## src/rtl/striping.sv

```systemverilog
// Transmit-side byte striping: deals one word stream alternately onto two lanes,
// each lane word held for two clk_2f cycles so the lanes run at the clk_f rate.
module striping #(
  parameter int WIDTH = 32,
  parameter int CNT_W = 8
) (
  input  logic             clk_2f,
  input  logic             reset,
  input  logic [WIDTH-1:0] data_in,
  input  logic             valid_in,
  output logic [WIDTH-1:0] lane_0,
  output logic             valid_0,
  output logic [WIDTH-1:0] lane_1,
  output logic             valid_1,
  output logic             lane_sel,
  output logic [CNT_W-1:0] word_count
);

  logic [WIDTH-1:0] lane_0_r;
  logic [WIDTH-1:0] lane_1_r;
  logic             valid_0_r;
  logic             valid_1_r;
  logic             sel_r;
  logic [CNT_W-1:0] count_r;

  logic [WIDTH-1:0] slot_data_s;
  logic [CNT_W-1:0] count_next_s;

  // Next slot contents and counter value; idle slots carry an all-zero word
  always_comb begin
    slot_data_s  = {WIDTH{1'b0}};
    count_next_s = count_r;
    if (valid_in) begin
      slot_data_s  = data_in;
      count_next_s = count_r + CNT_W'(1);
    end else begin
      slot_data_s  = {WIDTH{1'b0}};
      count_next_s = count_r;
    end
  end

  // Lane registers, free-running selector and word counter
  always_ff @(posedge clk_2f) begin
    if (reset) begin
      lane_0_r  <= {WIDTH{1'b0}};
      lane_1_r  <= {WIDTH{1'b0}};
      valid_0_r <= 1'b0;
      valid_1_r <= 1'b0;
      sel_r     <= 1'b0;
      count_r   <= {CNT_W{1'b0}};
    end else begin
      // Selector toggles every edge so idle cycles still consume a slot
      sel_r   <= ~sel_r;
      count_r <= count_next_s;
      if (sel_r == 1'b0) begin
        lane_0_r  <= slot_data_s;
        valid_0_r <= valid_in;
      end else begin
        lane_1_r  <= slot_data_s;
        valid_1_r <= valid_in;
      end
    end
  end

  assign lane_0     = lane_0_r;
  assign valid_0    = valid_0_r;
  assign lane_1     = lane_1_r;
  assign valid_1    = valid_1_r;
  assign lane_sel   = sel_r;
  assign word_count = count_r;

endmodule
```

## config.mk

```make
export PLATFORM = sky130hd
export DESIGN_NAME = striping
export DESIGN_NICKNAME = d
export VERILOG_FILES = /design/src/rtl/striping.sv
export SDC_FILE = /design/constraint.sdc
export NUM_CORES = 1
export LEC_CHECK = 0
export ABC_CLOCK_PERIOD_IN_PS = 1300
export BUFFER_PORTS_ARGS = -buffer_cell sky130_fd_sc_hd__buf_2
export CAP_MARGIN = 20
export CORE_ASPECT_RATIO = 1.25
export CORE_MARGIN = 3
export CORE_UTILIZATION = 29
export DETAILED_ROUTE_END_ITERATION = 8
export GPL_TIMING_DRIVEN = 0
export PLACE_DENSITY = 0.49
export REMOVE_ABC_BUFFERS = 1
export SKIP_LAST_GASP = 1
export SLEW_MARGIN = 20
export SYNTH_ARGS = -nofsm -noshare
export SYNTH_HDL_FRONTEND = slang
export SYNTH_SLANG_ARGS = --single-unit
export TNS_END_PERCENT = 5
```

## constraint.sdc

```tcl
create_clock -name clk_2f -period 1.3 [get_ports clk_2f]
set_input_delay 0.26 -clock clk_2f [delete_from_list [all_inputs] [get_ports clk_2f]]
set_output_delay 0.26 -clock clk_2f [all_outputs]
set_load 0.02 [all_outputs]
```

Yosys cells after proc, flatten, opt, wreduce, memory -nomap -nowiden
Index checks and enable logic that the tools add are counted.

Bits of input ports: 35. Logic and storage cells: 9. Bits in registers: 75.

Muxes and demuxes: 1. Bitwise gates (word level): 1. $add $sub $neg: 1.

Operators by type and width (count): 32-bit two-way mux (1); 8-bit by 1-bit adder with 8-bit output, second input constant (1); 1-bit inverter (1).

Depth between registers and ports, before layout
Gate-level depths: netlist of run 1.

Depth in word-level cells: 1. Depth in mapped cells: 5. Mapped depth without buffers: 4.

Worst setup path after synthesis of run 1
No wires, ideal clock.

Path kind: flip-flop to flip-flop. From: reg count_r[0], in the netlist word_count[0]. To: reg count_r[6], in the netlist word_count[6]. Arrival: 1.265 ns. Required time: 1.230 ns. Setup time: 0.070 ns. Path slack: -0.035 ns. Path buffers: 0. Period minus slack after synthesis: 1.335 ns. Stages on the path, launching flop included: 5. Path through: dfxtp_1 ha_1 nand3_1 or3_1 a21oi_1.

Longest elaborated chain between the ends: 1.

RTL lines: from (decl) (RTL line 24) `logic [CNT_W-1:0] count_r;`; from (signal assigned) (RTL line 50) `count_r <= {CNT_W{1'b0}};`; from (signal assigned) (RTL line 54) `count_r <= count_next_s;`; 8-bit by 1-bit adder with 8-bit output (RTL line 35) `count_next_s = count_r + CNT_W'(1);`.

Every way passes these cells. A chain may end at the register's enable or synchronous reset.

Worst setup path after layout of run 1
From: reg sel_r, in the netlist lane_sel. To: out lane_sel.

RTL lines: from (decl) (RTL line 23) `logic sel_r;`; from (signal assigned) (RTL line 53) `sel_r <= ~sel_r;`; to (decl) (RTL line 15) `output logic lane_sel,`.

No word-level cell between the ends.

==> metrics.md, run 1 <==
| Metric | Value |
|---|---|
| Min Tclk post-route | 1.32 ns |
| RSZ-0062 raised after global routing | true |
| Total GRT Usage | 13.8% |
| Num CTS Buffers | 9 |
| Hold Fails Final Rpt | 0 |
| Flop pwr share | 46.0% |
| Status | finished, violations left |
| CTS tree | built |
| Comb pwr share | 12.1% |
| Met3 global-route usage | 3.40% |
| Post-synthesis cell count | 329 |
| IO Port Bufs | 109 |
| Max FO, Critical Path | 39 |
| Die height | 117 um |
| # diodes | 0 |
| Syn avg cell area | 8.75 sq um |
| Sw frac | 24.8% |
| Worst endpoint required time | 1.04 ns |
| Routed wire per std cell | 13.7 um |
| Maximum buffer depth of the clock tree | 2 |
| Via count | 2590 |
| Setup violations, final | 1 |
| Root Driver | clkbuf_16 |
| Routed vias/inst | 4.70 |
| Vias in the first global route | 2392 |
| Final WL | 7560 um |
| Layout overhead on the synthesized area | 32.3% |
| Seq/Total Area, Yosys | 52.1% |
| Switching power | 1.32 mW |
| Die footprint | 11200 sq um |
| Worst hold path type | in -> reg |
| Hpwl dp | 4310 um |
| FF+latch count, synth | 75 |
| Gr busiest metal | met2 |
| Top-level I/O count | 110 |
| Initial Util | 29.8% |
| Detailed-route DRC error count | 0 |
| Final net count | 460 |
| DRT Pass-1 Iters | 4 |
| Fmax achieved | 0.756 GHz |
| Min Hold Slack | 0.203 ns |
| Pin count of the biggest net entering global routing | 76 |
| Max Cap Violations | 0 |
| Pleak | 1.61 nW |
| Grt met1 use | 16.2% |
| Clock Skews | 0.00250 ns |
| Synth warn | 0 |
| RD Place Congestion | 0.689 |
| Maximum vdd drop | 678 uV |
| Final count of pins violating max slew | 0 |
| TritonCTS sink count | 75 |
| H-tree depth | 3 |
| Worst setup path class | reg -> out |
| CP delay by family, top | flip-flops |
| Initial drt markers | 98 |
| Total grt overflow | 0 |
| Clock share of power | 42.0% |
| Internal power | 4.00 mW |
| Worst setup margin | -0.0226 ns |
| Met2 Track Usage GR | 22.0% |
| Worst skew pair latency | 0.33 ns |
| Routed Antenna Nets | 0 |
| Crit path DAT | 1.06 ns |
| Max stage delay cell, worst path | dfxtp_4 |
| Cell Area, Synth | 2880 sq um |
| Core ar. | 9660 sq um |
| Total power per unit cell area | 1400 nW/um^2 |
| Initial antenna violation count | 0 |
| Failing checks | setup timing |
| WP buf/inv | 2 |
| Critical path launch point type | flop |
| Total power | 5.32 mW |
| Cell Rows | 40 |
| First-pass GRT wire length | 12100 um |
| DIE WIDTH | 95.1 um |
| Slowest stage delay, CP | 0.36 ns |
| Worst setup EP type | output port |
| Clock transition at path regs | 0.05 ns |
| Worst-Margin Slew | 0.807 ns |
| Hold_buf cts | 0 |
| Layout cells sized above 1 | 29.9% |
| Max-slew headroom | 46.2% |
| CP Cell Sequence | buf_16 > buf_2 |
| Count of different cell masters after synthesis | 19 |
| Final clock period utilization by the worst path | 102% |
through the flow:
step | utilization [%] | instance area, sq um | setup slack, ns | cells | TNS [ns]
floorplan | - | 2740 | -1.23 | 299 | -79.89
global placement | 35.7 | 3440 | -2.23 | 534 | -142.26
detailed placement | 36.0 | 3480 | -0.460 | 535 | -3.83
CTS | 39.5 | 3820 | -0.0463 | 551 | -0.207
global route | 39.5 | 3810 | -0.102 | 551 | -0.209
finish | 39.5 | 3810 | -0.0226 | 551 | -0.0226
worst min-delay path, cell delays in order:
cell     delay, ns
buf_2         0.10
nand3_1       0.07
a21oi_1       0.05
synthesized netlist by cell type (all sizes together):
cell type / count / area share (%)
dfxtp: 75 / 52
a21oi: 67 / 12
nand2: 34 / 4.4
nand3: 34 / 5.9
nand2b: 32 / 7.0
nand3b: 32 / 8.3
clkbuf: 16 / 2.1
buf: 14 / 2.7
nor2: 8 / 1.0
mux2i: 3 / 1.0
nand4: 3 / 0.87
o21ai: 3 / 0.52
or3: 3 / 0.65
xor2: 3 / 0.91
ha: 1 / 0.43
xnor2: 1 / 0.30
state kept, by name, summed over array words and instances (netlist names):
name        cells
lane_0         32
lane_sel        1
valid_1         1
word_count      8
valid_0         1
lane_1         32
layout make-up:
class	count	area [sq um]
timing repair buffer	114	652
clock buffer	12	256
multi-input combinational	224	1240
sequential	75	1510
fill	1023	5850
tap	126	158
repair_timing:
action	4_1_cts	5_1_grt
cloned	1	0
setup buffers	3	0
setup endpoints to repair	43	39
hold endpoints to repair	0	0
resized for setup	1	1
cells in the final DEF (no fill, tap or decap):
master     instances
nand4_1            2
nand2b_1          32
buf_16             3
nand2_1           34
xor2_1             3
a21oi_1           67
xnor2_1            1
clkbuf_8           2
nor2_1             8
dfxtp_1           74
dfxtp_4            1
nand3_1           34
buf_2            107
buf_4              3
buf_6              1
mux2i_1            3
ha_1               1
or3_1              3
nand3b_1          32
clkbuf_16          9
o21ai_0            3
clkbuf_1           1
nand4_2            1
power by group through the flow:
| stage | sequential, mW | clock, mW | combinational [mW] |
|---|---|---|---|
| 3_5_place_dp | 2.52 | 0 | 0.574 |
| 4_1_cts | 2.45 | 2.32 | 0.657 |
| 2_1_floorplan | 2.65 | 0 | 0.168 |
| 5_1_grt | 2.45 | 2.41 | 0.705 |
| 3_3_place_gp | 2.55 | 0 | 0.539 |
| 6_report | 2.44 | 2.23 | 0.642 |
cell families after synthesis:
group	synth area share, %
AND/OR/NAND/NOR	28.2
flip-flops	52.1
AO/OA/AOI/OAI	12.2
buffers and inverters	4.82
XOR/XNOR	1.22
multiplexers	1.04
adder cells (fa/ha/maj)	0.434
layer usage:
layer / vias up / share of wire, %
li1: 1308 / -
met1: 1193 / 43
met2: 77 / 48
met3: 12 / 6.7
met4: 0 / 2.7
met5: - / 0
final timing paths:
path | to | slack [ns] | cells past startpoint | from
worst min register to register | lane_0[5] | 0.45 | 2 | lane_0[5]
worst max-delay path | lane_sel | -0.02 | 2 | lane_sel
worst min-delay path | lane_1[30] | 0.20 | 3 | data_in[30]
worst max register to register | word_count[6] | 0.01 | 4 | word_count[0]
Power figures use the tool's default switching activity.
==> run 2: changes to the inputs <==
--- a/config.mk
+++ b/config.mk
@@ -5,15 +5,14 @@
 export SDC_FILE = /design/constraint.sdc
 export NUM_CORES = 1
 export LEC_CHECK = 0
-export ABC_CLOCK_PERIOD_IN_PS = 1300
-export BUFFER_PORTS_ARGS = -buffer_cell sky130_fd_sc_hd__buf_2
+export ABC_CLOCK_PERIOD_IN_PS = 1480
 export CAP_MARGIN = 20
 export CORE_ASPECT_RATIO = 1.25
 export CORE_MARGIN = 3
 export CORE_UTILIZATION = 29
 export DETAILED_ROUTE_END_ITERATION = 8
-export GPL_TIMING_DRIVEN = 0
-export PLACE_DENSITY = 0.49
+export DONT_BUFFER_PORTS = 1
+export PLACE_DENSITY = 0.4
 export REMOVE_ABC_BUFFERS = 1
 export SKIP_LAST_GASP = 1
 export SLEW_MARGIN = 20
==> constraint.sdc (replaced) <==
create_clock -name clk_2f -period 1.48 [get_ports clk_2f]
set_input_delay 0.296 -clock clk_2f [delete_from_list [all_inputs] [get_ports clk_2f]]
set_output_delay 0.296 -clock clk_2f [all_outputs]
set_load 0.02 [all_outputs]
==> run 2 against run 1 <==
  * The flow now finishes without violations
  * Non-clock buffer count shrank 102
  * Count of clock-buffer cells in the layout up 2
  * Largest cell class unchanged
  * Critical path depth down 1
  * Final cell count shrank 18%
  * Combinational power is 62% lower
  * Highest routed layer unchanged
  * Setup slack better by 0.17 ns
  * Sequential share of layout area rose by 6.2 points
==> metrics.md, run 2 (synthesis gave the netlist of run 1 again) <==
| Metric | Value |
|---|---|
| Detailed-route DRC error count | 0 (unchanged) |
| Worst hold path type | in -> reg |
| Slowest stage delay, CP | 0.51 ns (+0.15 ns) |
| Die footprint | 11200 sq um (unchanged) |
| Layout cells sized above 1 | 8.56% (-21 points) |
| Routed Antenna Nets | 0 (unchanged) |
| H-tree depth | 3 (unchanged) |
| Num CTS Buffers | 9 (unchanged) |
| CP Cell Sequence | buf_12 |
| # diodes | 0 (unchanged) |
| CTS tree | built |
| Initial drt markers | 121 (+23%) |
| Clock Skews | 0.00784 ns (+0.00533 ns) |
| Routed vias/inst | 4.86 (+3.4%) |
| Crit path DAT | 1.04 ns (-0.02 ns) |
| Hpwl dp | 4260 um (-1.1%) |
| IO Port Bufs | 0 (-100%) |
| Top-level I/O count | 110 (unchanged) |
| DIE WIDTH | 95.1 um (unchanged) |
| Routed wire per std cell | 15.6 um (+14%) |
| Most frequent cells in the layout | 74 x dfxtp_1, 67 x a21oi_1, 34 x nand2_1, 34 x nand3_1 |
| RD Place Congestion | 0.674 (-2.1%) |
| Layout overhead on the synthesized area | 14.3% |
| TritonCTS sink count | 75 (unchanged) |
| Maximum vdd drop | 489 uV (-28%) |
| Post_cts resized | 0 (-1) |
| Pin count of the biggest net entering global routing | 76 (unchanged) |
| Max stage delay cell, worst path | dfxtp_4 |
| Setup violations, final | 0 (-1) |
| Worst-Margin Slew | 0.337 ns (-0.471 ns) |
| Hold_buf cts | 0 (unchanged) |
| Clock transition at path regs | 0.06 ns (about the same) |
| Worst skew pair latency | 0.33 ns (about the same) |
| Core ar. | 9660 sq um (unchanged) |
| DRT Pass-1 Iters | 4 (unchanged) |
| Hold Fails Final Rpt | 0 (unchanged) |
| Initial Util | 29.8% (unchanged) |
| Fmax achieved | 0.749 GHz |
| Cell Rows | 40 (unchanged) |
| Root Driver | clkbuf_16 |
| Status | finished clean |
| Total grt overflow | 0 (unchanged) |
| Vias in the first global route | 2093 (-13%) |
| Reg2Reg Setup Slack | 0.22 ns (+0.21 ns) |
| Die height | 117 um (unchanged) |
| Min Tclk post-route | 1.34 ns |
| RSZ-0062 raised after global routing | false |
| Worst setup path class | reg -> out |
| Worst endpoint required time | 1.18 ns (+0.14 ns) |
| Placed insts | 436 (-19%) |
| Total power per unit cell area | 1390 nW/um^2 (-0.30%) |
| CP delay by family, top | flip-flops |
| Min Hold Slack | 0.0375 ns (-0.166 ns) |
| Total GRT Usage | 13.1% (-0.72 points) |
| Max-slew headroom | 77.5% (+31 points) |
| Maximum buffer depth of the clock tree | 2 (unchanged) |
| Worst setup EP type | output port |
| Commonest non-fill, non-tap cell in the layout | dfxtp_1 |
| Max Cap Violations | 0 (unchanged) |
| Fin cells | 453 (-18%) |
| Setup TNS | 0 ns (+0.0226 ns) |
| WP buf/inv | 1 (-1) |
| Final clock period utilization by the worst path | 90.3% |
| Via count | 2202 (-15%) |
| Worst slack at placement | 0.237 ns (+0.697 ns) |
| Final WL | 7050 um (-6.7%) |
| Final count of pins violating max slew | 0 (unchanged) |
| Initial antenna violation count | 0 (unchanged) |
| Critical path launch point type | flop |
| Fillers | 1001 (-2.2%) |
| Pleak | 1.11 nW (-31%) |
| First-pass GRT wire length | 11300 um (-6.1%) |
| Final net count | 358 (-22%) |
| Max FO, Critical Path | 21 (-46%) |
| Worst setup margin | 0.144 ns (+0.167 ns) |
run 2: cell types whose count changed in the layout (fill, tap and decap cells not counted):
cell      before  now
clkbuf_1       1    2
buf_2        107    0
buf_12         0    1
clkbuf_8       2    3
buf_16         3    0
buf_4          3   10
clkinv_2       0    2
run 2: where the power goes:
| group | internal, mW | switching (mW) |
|---|---|---|
| logic | 0.129 | 0.112 |
| registers | 2.10 | 0.163 |
| clock network | 1.27 | 0.808 |
| total | 3.50 | 1.08 |
run 2: worst paths after layout:
check | depth (start not counted) | from | to
hold / removal | 1 | reset | lane_1[17]
setup / recovery | 1 | lane_sel | lane_sel
setup reg to reg | 4 | word_count[1] | word_count[6]
hold reg to reg | 2 | lane_0[9] | lane_0[9]
run 2: per-layer routing:
layer	vias up	global-route usage, %	part of all wire (%)
li1	1105	-	-
met4	0	7.04	2.3
met1	1022	15.0	40
met3	10	4.87	7.7
met2	65	20.7	50
met5	-	0	0
run 2: cell type report:
class	instances	area, sq um	area share (%)
Clock buffer	14	274	8.32
Clock inverter	2	10.0	0.304
Timing Repair Buffer	12	106	3.23
Multi-Input combinational cell	224	1240	37.7
Tap cell	126	158	4.79
Sequential cell	75	1510	45.7
run 2: what timing repair did:
item,CTS,global route
setup buffers,0,1
setup endpoints to repair,0,1
hold endpoints to repair,0,0
run 2: per-stage QoR:
step | power [mW] | utilization [%] | area (sq um)
floorplan | 2.48 | - | 2740
detailed placement | 2.55 | 31.0 | 3000
finish | 4.58 | 34.1 | 3290
global route | 4.81 | 34.1 | 3290
CTS | 4.67 | 34.0 | 3280
global placement | 2.54 | 31.0 | 3000
